$ cat src/rtl/rf_pkg.sv
// Shared types and constants for the register-file write arbiter slice.
// Requester ids double as the round-robin history bit.
package rf_pkg;

  localparam int NUM_REGS = 32;
  localparam int AW       = 5;
  localparam int DW       = 32;

  localparam logic [AW-1:0] REG_ZERO = '0;

  typedef enum logic {
    REQ_A = 1'b0,
    REQ_B = 1'b1
  } req_id_e;

  // The requester that should win a tie given who won last time.
  function automatic req_id_e other_req(input req_id_e last);
    return (last == REQ_A) ? REQ_B : REQ_A;
  endfunction

endpackage

$ cat src/rtl/rf_scoreboard.sv
// Per-register outstanding-write counters: issue admission and RAW busy lookup.
// A commit is a registered register-file write; it retires one outstanding write.
module rf_scoreboard #(
  parameter int NUM_REGS = rf_pkg::NUM_REGS,
  parameter int AW       = rf_pkg::AW,
  parameter int CNT_W    = 2
) (
  input  logic          clk,
  input  logic          rst,
  input  logic          issue_valid,
  input  logic [AW-1:0] issue_rd,
  output logic          issue_ready,
  input  logic          commit,
  input  logic [AW-1:0] commit_rd,
  input  logic [AW-1:0] rs,
  input  logic [AW-1:0] rt,
  output logic          rs_busy,
  output logic          rt_busy
);
  import rf_pkg::*;

  localparam logic [CNT_W-1:0] CNT_MAX = '1;

  logic [CNT_W-1:0]    cnt [NUM_REGS];
  logic [NUM_REGS-1:0] inc_vec;
  logic [NUM_REGS-1:0] dec_vec;
  logic                commit_hits_issue;
  logic                issue_acc;
  logic                underflow;

  // A saturated register may still be allocated when a commit frees a slot in the same cycle.
  always_comb begin
    commit_hits_issue = commit && (commit_rd == issue_rd);
    issue_ready       = !rst && ((issue_rd == REG_ZERO) ||
                                 (cnt[issue_rd] != CNT_MAX) ||
                                 commit_hits_issue);
    issue_acc         = issue_valid && issue_ready && (issue_rd != REG_ZERO);
    inc_vec           = '0;
    dec_vec           = '0;
    if (issue_acc) begin
      inc_vec[issue_rd] = 1'b1;
    end
    if (commit && (commit_rd != REG_ZERO)) begin
      dec_vec[commit_rd] = 1'b1;
    end
  end

  always_ff @(posedge clk or posedge rst) begin
    if (rst) begin
      for (int r = 0; r < NUM_REGS; r++) begin
        cnt[r] <= '0;
      end
    end else begin
      for (int r = 0; r < NUM_REGS; r++) begin
        if (inc_vec[r] && !dec_vec[r]) begin
          cnt[r] <= cnt[r] + CNT_W'(1);
        end else if (dec_vec[r] && !inc_vec[r] && (cnt[r] != '0)) begin
          cnt[r] <= cnt[r] - CNT_W'(1);
        end
      end
    end
  end

  // Busy stays high during the commit cycle; the file holds the value only afterwards.
  assign rs_busy = (rs != REG_ZERO) && (cnt[rs] != '0);
  assign rt_busy = (rt != REG_ZERO) && (cnt[rt] != '0);

  // Retiring a write that was never allocated means the issue stage lost track.
  assign underflow = commit && (commit_rd != REG_ZERO) && (cnt[commit_rd] == '0);

  a_no_underflow : assert property (@(posedge clk) disable iff (rst) !underflow);

endmodule

$ cat src/rtl/rf_write_arbiter.sv
// Round-robin arbiter sharing the register file write port between the ALU (A)
// and load unit (B), with a registered write stage and a RAW hazard scoreboard.
module rf_write_arbiter #(
  parameter int NUM_REGS = rf_pkg::NUM_REGS,
  parameter int AW       = rf_pkg::AW,
  parameter int DW       = rf_pkg::DW,
  parameter int CNT_W    = 2
) (
  input  logic          clk,
  input  logic          rst,
  input  logic          a_valid,
  input  logic [AW-1:0] a_rd,
  input  logic [DW-1:0] a_data,
  output logic          a_ready,
  input  logic          b_valid,
  input  logic [AW-1:0] b_rd,
  input  logic [DW-1:0] b_data,
  output logic          b_ready,
  output logic          rf_we,
  output logic [AW-1:0] rf_rd,
  output logic [DW-1:0] rf_wdata,
  input  logic          issue_valid,
  input  logic [AW-1:0] issue_rd,
  output logic          issue_ready,
  input  logic [AW-1:0] rs,
  input  logic [AW-1:0] rt,
  output logic          rs_busy,
  output logic          rt_busy
);
  import rf_pkg::*;

  req_id_e       last_grant;
  logic          grant_a;
  logic          grant_b;
  logic          xfer;
  logic          xfer_writes;
  logic [AW-1:0] win_rd;
  logic [DW-1:0] win_data;

  // On a tie the requester that did not win last time is served.
  always_comb begin
    grant_a = 1'b0;
    grant_b = 1'b0;
    if (!rst) begin
      if (a_valid && (!b_valid || (other_req(last_grant) == REQ_A))) begin
        grant_a = 1'b1;
      end else if (b_valid) begin
        grant_b = 1'b1;
      end
    end
    xfer        = grant_a || grant_b;
    win_rd      = grant_a ? a_rd : b_rd;
    win_data    = grant_a ? a_data : b_data;
    xfer_writes = xfer && (win_rd != REG_ZERO);
  end

  assign a_ready = grant_a;
  assign b_ready = grant_b;

  // Writes to register 0 complete the handshake but never reach the file.
  always_ff @(posedge clk or posedge rst) begin
    if (rst) begin
      rf_we      <= 1'b0;
      rf_rd      <= '0;
      rf_wdata   <= '0;
      last_grant <= REQ_B;
    end else begin
      rf_we <= xfer_writes;
      if (xfer) begin
        last_grant <= grant_a ? REQ_A : REQ_B;
      end
      if (xfer_writes) begin
        rf_rd    <= win_rd;
        rf_wdata <= win_data;
      end
    end
  end

  rf_scoreboard #(
    .NUM_REGS (NUM_REGS),
    .AW       (AW),
    .CNT_W    (CNT_W)
  ) u_scoreboard (
    .clk         (clk),
    .rst         (rst),
    .issue_valid (issue_valid),
    .issue_rd    (issue_rd),
    .issue_ready (issue_ready),
    .commit      (rf_we),
    .commit_rd   (rf_rd),
    .rs          (rs),
    .rt          (rt),
    .rs_busy     (rs_busy),
    .rt_busy     (rt_busy)
  );

endmodule

$ cat config.mk
export PLATFORM = sky130hd
export DESIGN_NAME = rf_write_arbiter
export DESIGN_NICKNAME = d
export VERILOG_FILES = /design/src/rtl/rf_pkg.sv /design/src/rtl/rf_scoreboard.sv /design/src/rtl/rf_write_arbiter.sv
export SDC_FILE = /design/constraint.sdc
export NUM_CORES = 1
export LEC_CHECK = 0
export ABC_CLOCK_PERIOD_IN_PS = 6000
export BUFFER_PORTS_ARGS = -buffer_cell sky130_fd_sc_hd__buf_2
export CAP_MARGIN = 20
export CORE_MARGIN = 4
export CORE_UTILIZATION = 50
export DETAILED_ROUTE_END_ITERATION = 8
export GPL_ROUTABILITY_DRIVEN = 0
export HOLD_SLACK_MARGIN = 0.08
export PLACE_DENSITY_LB_ADDON = 0.15
export SLEW_MARGIN = 20
export SYNTH_ARGS = -nofsm -noshare
export SYNTH_HDL_FRONTEND = slang
export SYNTH_HIERARCHICAL = 1
export SYNTH_SLANG_ARGS = --single-unit
$ cat constraint.sdc
create_clock -name clk -period 6 [get_ports clk]
set_input_delay 0.9 -clock clk [delete_from_list [all_inputs] [get_ports clk]]
set_output_delay 0.9 -clock clk [all_outputs]
set_load 0.1 [all_outputs]
# == Word level (Yosys, flattened, before mapping) ==
# Cells that the tools add are included.
# totals
wordCells,448
inputBits,94
reg_bits,103
output_inout_bits,43
# op_classes
n_eq_ne,2
mux,87
magnitude_cmp,7
bitwise,3
addsub,64
reduce_logical,249
# ops
operator,n
2-bit two-way mux,70
2-bit nonzero test,66
1-bit logical AND,107
32-bit two-way mux,3
1-bit zero test,66
"2-bit by 1-bit adder with 2-bit output, second input constant",32
"2-bit by 1-bit subtractor with 2-bit output, second input constant",32
2-bit binary-select mux with 5-bit select,3
5-bit nonzero test,5
"6-bit >= comparator, second input constant",3
5-bit NOT with 6-bit output,3
"5-bit by 6-bit less-than comparator with 1-bit output, second input constant",2
1-bit demux with 5-bit select,2
"5-bit by 1-bit >= comparator with 1-bit output, second input constant",2
1-bit two-way mux,8
5-bit equality test,1
5-bit zero test,1
5-bit two-way mux,1
1-bit logical OR,4
"2-bit != test, second input constant",1

# == Logic depth before layout (Yosys ltp) ==
# depth
word_depth,16
mapped_depth,13
depth_no_buf,8

# == Modules after synthesis ==
# The synthesis kept the hierarchy.
# modules_own_cells
module,n_inst,seq_area_each_um2,area_per_inst_um2,cells_each
rf_scoreboard,1,1601.5,5490.3,633
rf_write_arbiter,1,977.2,2217.1,163

# == Worst setup path after synthesis ==
# Ideal clock, no wire load.
# synth_path
path_type,input port to output port
startpoint,input rt[1]
endpoint,output rt_busy
required_ps,5100
n_path_buf,2
slack_ps,1323
arrival_time_ps,3777
cell_stages,5
cell_sequence,clkbuf_1 -> clkbuf_1 -> mux4_2 -> mux4_2 -> a21oi_1
# synth_via
elab_chain_len,6
word_cells_on_any_way,7
classes_between,3 x mux; 1 x bitwise; 3 x reduce/logical
# synth_lines
item,line,rtl
"start, declared",rf_write_arbiter.sv:26,"input logic [AW-1:0] rt,"
5-bit NOT with 6-bit output (implied by the code),rf_scoreboard.sv:66,assign rt_busy = (rt != REG_ZERO) && (cnt[rt] != '0);
2-bit binary-select mux with 5-bit select,rf_scoreboard.sv:66,
2-bit two-way mux (implied by the code) (2 in a row),rf_scoreboard.sv:66,
2-bit nonzero test,rf_scoreboard.sv:66,
1-bit logical AND *,rf_scoreboard.sv:66,
"end, declared",rf_write_arbiter.sv:28,output logic rt_busy
# Mark *: on every way between the ends. The rest lies on a longest branch, timed or not. The select of a mux whose other input is x is not followed.

# == Final worst setup path ==
# layout_path
startpoint,input issue_rd[0]
endpoint,output issue_ready
# layout_via
elab_chain_len,8
word_cells_on_any_way,11
classes_between,2 x eq/ne; 3 x mux; 1 x bitwise; 5 x reduce/logical
# layout_lines
item,line,rtl
"start, declared",rf_write_arbiter.sv:23,"input logic [AW-1:0] issue_rd,"
5-bit NOT with 6-bit output (implied by the code),rf_scoreboard.sv:35,(cnt[issue_rd] != CNT_MAX) ||
2-bit binary-select mux with 5-bit select,rf_scoreboard.sv:35,
2-bit two-way mux (implied by the code) (2 in a row),rf_scoreboard.sv:35,
2-bit != test,rf_scoreboard.sv:35,
1-bit logical OR,rf_scoreboard.sv:34,issue_ready = !rst && ((issue_rd == REG_ZERO) ||
1-bit logical OR *,rf_scoreboard.sv:35,
1-bit logical AND *,rf_scoreboard.sv:34,
"end, declared",rf_write_arbiter.sv:24,"output logic issue_ready,"
# Marks and branches as above.

==> run_results.csv <==
group,metric,value,unit
run_status,status,"complete, no violations",
routing,antenna_left,0,
floorplanning,start_util,50.89,%
cells_and_area,drive_above_1_share,30.86,%
hold_path,hold_path_class,"reg -> reg",
timing,finalSetupViolations,0,
clock_network,clk_pin_slew,0.08,ns
placement,dp_hpwl,16810,um
timing,layout_setup_ws,1.297,ns
timing,finClkSkew,0.01084,ns
cells_and_area,multiInputGateArea,4787,sq um
clock_network,cts_root_buffer,"clkbuf_16",
global_route,grt_usage,25.81,%
yosys,synth_edf_count,0,
floorplanning,coreArea,15150,sq um
hold_path,hold-path-cell-count,0,
yosys,avgSynthCellArea,9.683,sq um
pwr,max-vdd-ir-drop,0.2076,mV
clock_network,clockBufferDepth,2,
timing,drv_slew,0,
floorplanning,dieArea,17460,sq um
timing,fin_setup_tns,0,ns
global_route,antenna_found_initial,0,
clock_network,htree_levels,3,
critical_path,arrival,3.80,ns
global_route,grt_pass1_vias,7190,
clock_network,cts_resized,0,
routing,via_count,7130,
cells_and_area,final-seq-area,2579,sq um
yosys,ys_ff_latch,103,
yosys,synth.top_cell.area_share,33.12,%
critical_path,reg2regPathDepth,7,
timing,post-route-period-util,78.39,%
yosys,synth-simple-area-share,24.24,%
timing,rsz0062_at_grt,"false",
yosys,ys_seq_area_share,33.46,%
timing,period_needed,4.703,ns
clock_network,numCtsBuffers,9,
yosys,synth_adder_area_share,0,%
yosys,syn_nets,890,
clock_network,cts_sinks,103,
yosys,synth-async-reset-ratio,100.0,%
cells_and_area,area_growth,12.47,%
clock_network,hold_buffers,0,
yosys,synth_top_cell_by_area,"dfrtp_1",
routing,drcViolationCount,0,
global_route,grt_pass1_wl,36720,um
critical_path,critPathMaxFanout,50,
floorplanning,die_h,132.2,um
yosys,ys_types,67,
clock_network,cts_tree,"done",
yosys,synth_warnings,6,
routing,wl_per_cell,21.11,um
yosys,synth_compound_area_share,14.87,%
timing,slew_headroom,32.31,%
floorplanning,die_w,132.2,um
global_route,overflow,0,
floorplanning,num_rows,45,
flow_run,cap_viol_max_count,0,
placement,dp_slack,1.350,ns
routing,post_drt_via_cell_ratio,6.529,
timing,tightest_slew,1.008,ns
clock_network,cts_setup_buffers,0,
cells_and_area,nets,993,
clock_network,clock_latency,0.37,ns
pwr,p_per_area,323.2,nW/um^2
global_route,grt_max_degree,51,
yosys,netlist_instances,796,
pwr,power_leakage,3.635,nW
routing,wl,23060,um
yosys,synthTopCellsByArea,"dfrtp_1, mux2_4, mux2_2",
placement,portBuffers,136,
timing,hold_violations,0,
yosys,ys.flop_type,"dfrtp_1",
yosys,syn_area,7707,sq um
routing,first_pass_iters,9,
routing,drtIter0Drc,709,
cells_and_area,num_antenna_cells,0,
yosys,synth_top_family_by_area,"simple AND/OR/NAND/NOR gates",
cells_and_area,fillers,1343,
critical_path,critPathLaunchType,"input pin",
yosys,synth_xor_area_share,3.636,%
critical_path,required,5.10,ns
yosys,synth.area.mux_share,19.30,%
floorplanning,ios,137,
critical_path,timing_worst_setup_path_type,"in -> out",
critical_path,end_kind,"primary output",
timing,clock.fmax,0.2126,GHz
## state kept, by name, indices dropped and copies added (netlist names)
register          flops
u_scoreboard/cnt     64
rf_wdata             32
last_grant            1
rf_we                 1
rf_rd                 5
## per-layer routing
metal / vias to the layer above / GRT usage [%] / wire (um)
met2: 452 / 40.42 / 10590
met1: 3441 / 35.17 / 9484
met5: - / 0 / 0
met4: 0 / 8.926 / 679
met3: 67 / 6.221 / 2299
li1: 3170 / - / -
## Yosys cell counts (all sizes together), types with 5 or more instances
| cell type | n |
|---|---|
| a211oi | 20 |
| or3b | 12 |
| nand3b | 7 |
| or3 | 8 |
| nor3b | 5 |
| and2 | 14 |
| a21oi | 30 |
| and3 | 18 |
| nand2 | 54 |
| or2 | 6 |
| mux2i | 32 |
| a22oi | 19 |
| nand3 | 27 |
| xnor2 | 28 |
| o22ai | 12 |
| mux2 | 64 |
| mux4 | 15 |
| nor2 | 85 |
| nor3 | 31 |
| or4 | 8 |
| inv | 12 |
| dfrtp | 102 |
| nor4 | 28 |
| o21ai | 47 |
| buf | 30 |
| a31oi | 7 |
| clkbuf | 21 |
## worst max-delay path, cell delays in order
cell and delay [ns]:
buf_2 0.72, mux4_2 0.60, a22oi_1 0.24, nand2_1 0.14
o211a_4 0.51, nor2_1 0.20, buf_2 0.46
## cells by family (layout without fill, tap and decap cells)
| logic type | Yosys count | count (layout) |
|---|---|---|
| AND/OR/NAND/NOR | 316 | 316 |
| AO/OA/AOI/OAI | 171 | 171 |
| multiplexers | 111 | 111 |
| flip-flops | 103 | 103 |
| buffers and inverters | 63 | 171 |
| XOR/XNOR | 32 | 32 |
## per-stage QoR
step	instances	utilization [%]	power, W	instance area, sq um	hold slack, ns
2_1_floorplan	796	-	0.001922	7707	0.4284
3_5_place_dp	1076	55.32	0.002195	8379	0.3726
5_1_grt	1092	57.23	0.002925	8668	0.4000
3_3_place_gp	1076	55.32	0.002157	8379	0.3663
4_1_cts	1092	57.23	0.002792	8668	0.3904
6_report	1092	57.23	0.002802	8668	0.3860
## final timing paths
check                                            startpoint                          endpoint  slack, ns
min reg2reg                u_scoreboard/cnt[63]$_DFFE_PP0P_  u_scoreboard/cnt[63]$_DFFE_PP0P_       0.39
max reg2reg                            rf_rd[4]$_DFFE_PP0P_  u_scoreboard/cnt[30]$_DFFE_PP0P_       2.92
min                        u_scoreboard/cnt[63]$_DFFE_PP0P_  u_scoreboard/cnt[63]$_DFFE_PP0P_       0.39
max in group asynchronous                               rst  u_scoreboard/cnt[53]$_DFFE_PP0P_       4.35
max                                             issue_rd[0]                       issue_ready       1.30
min in group asynchronous                               rst  u_scoreboard/cnt[11]$_DFFE_PP0P_       0.65
## final cells by class
class                      count  area share, %
clock buffer                   9          2.598
clock inverter                 7         0.7361
inverter                      12         0.5196
multi-input combinational    630          55.23
sequential                   103          29.75
tap                          188          2.714
timing repair buffer         143          8.458
## where the power goes
group / switching, W / leakage (nW) / internal [W]
sequential: 0.000250 / 1.23 / 0.000851
combinational: 0.000744 / 2.27 / 0.000363
clock: 0.000302 / 0.141 / 0.000292
total: 0.00130 / 3.63 / 0.00151
## cell usage in the layout (no fill, tap or decap), types with 9 or more instances in the layout
master / synthesis / final
buf_2: 13 / 136
dfrtp_1: 102 / 102
nor2_1: 85 / 85
nand2_1: 54 / 54
o21ai_0: 38 / 38
mux2_2: 35 / 35
mux2i_1: 32 / 32
nor3_1: 31 / 31
a21oi_1: 30 / 30
mux2_4: 29 / 29
xnor2_1: 28 / 28
nand3_1: 27 / 27
a22oi_1: 19 / 19
and3_1: 18 / 18
a211oi_1: 18 / 18
mux4_2: 15 / 15
and2_1: 14 / 14
o22ai_1: 12 / 12
nor4_4: 11 / 11
or3b_1: 11 / 11
inv_1: 11 / 10
clkbuf_16: 0 / 9
nor4_1: 9 / 9
o21ai_1: 9 / 9
Power figures use the tool's default switching activity.
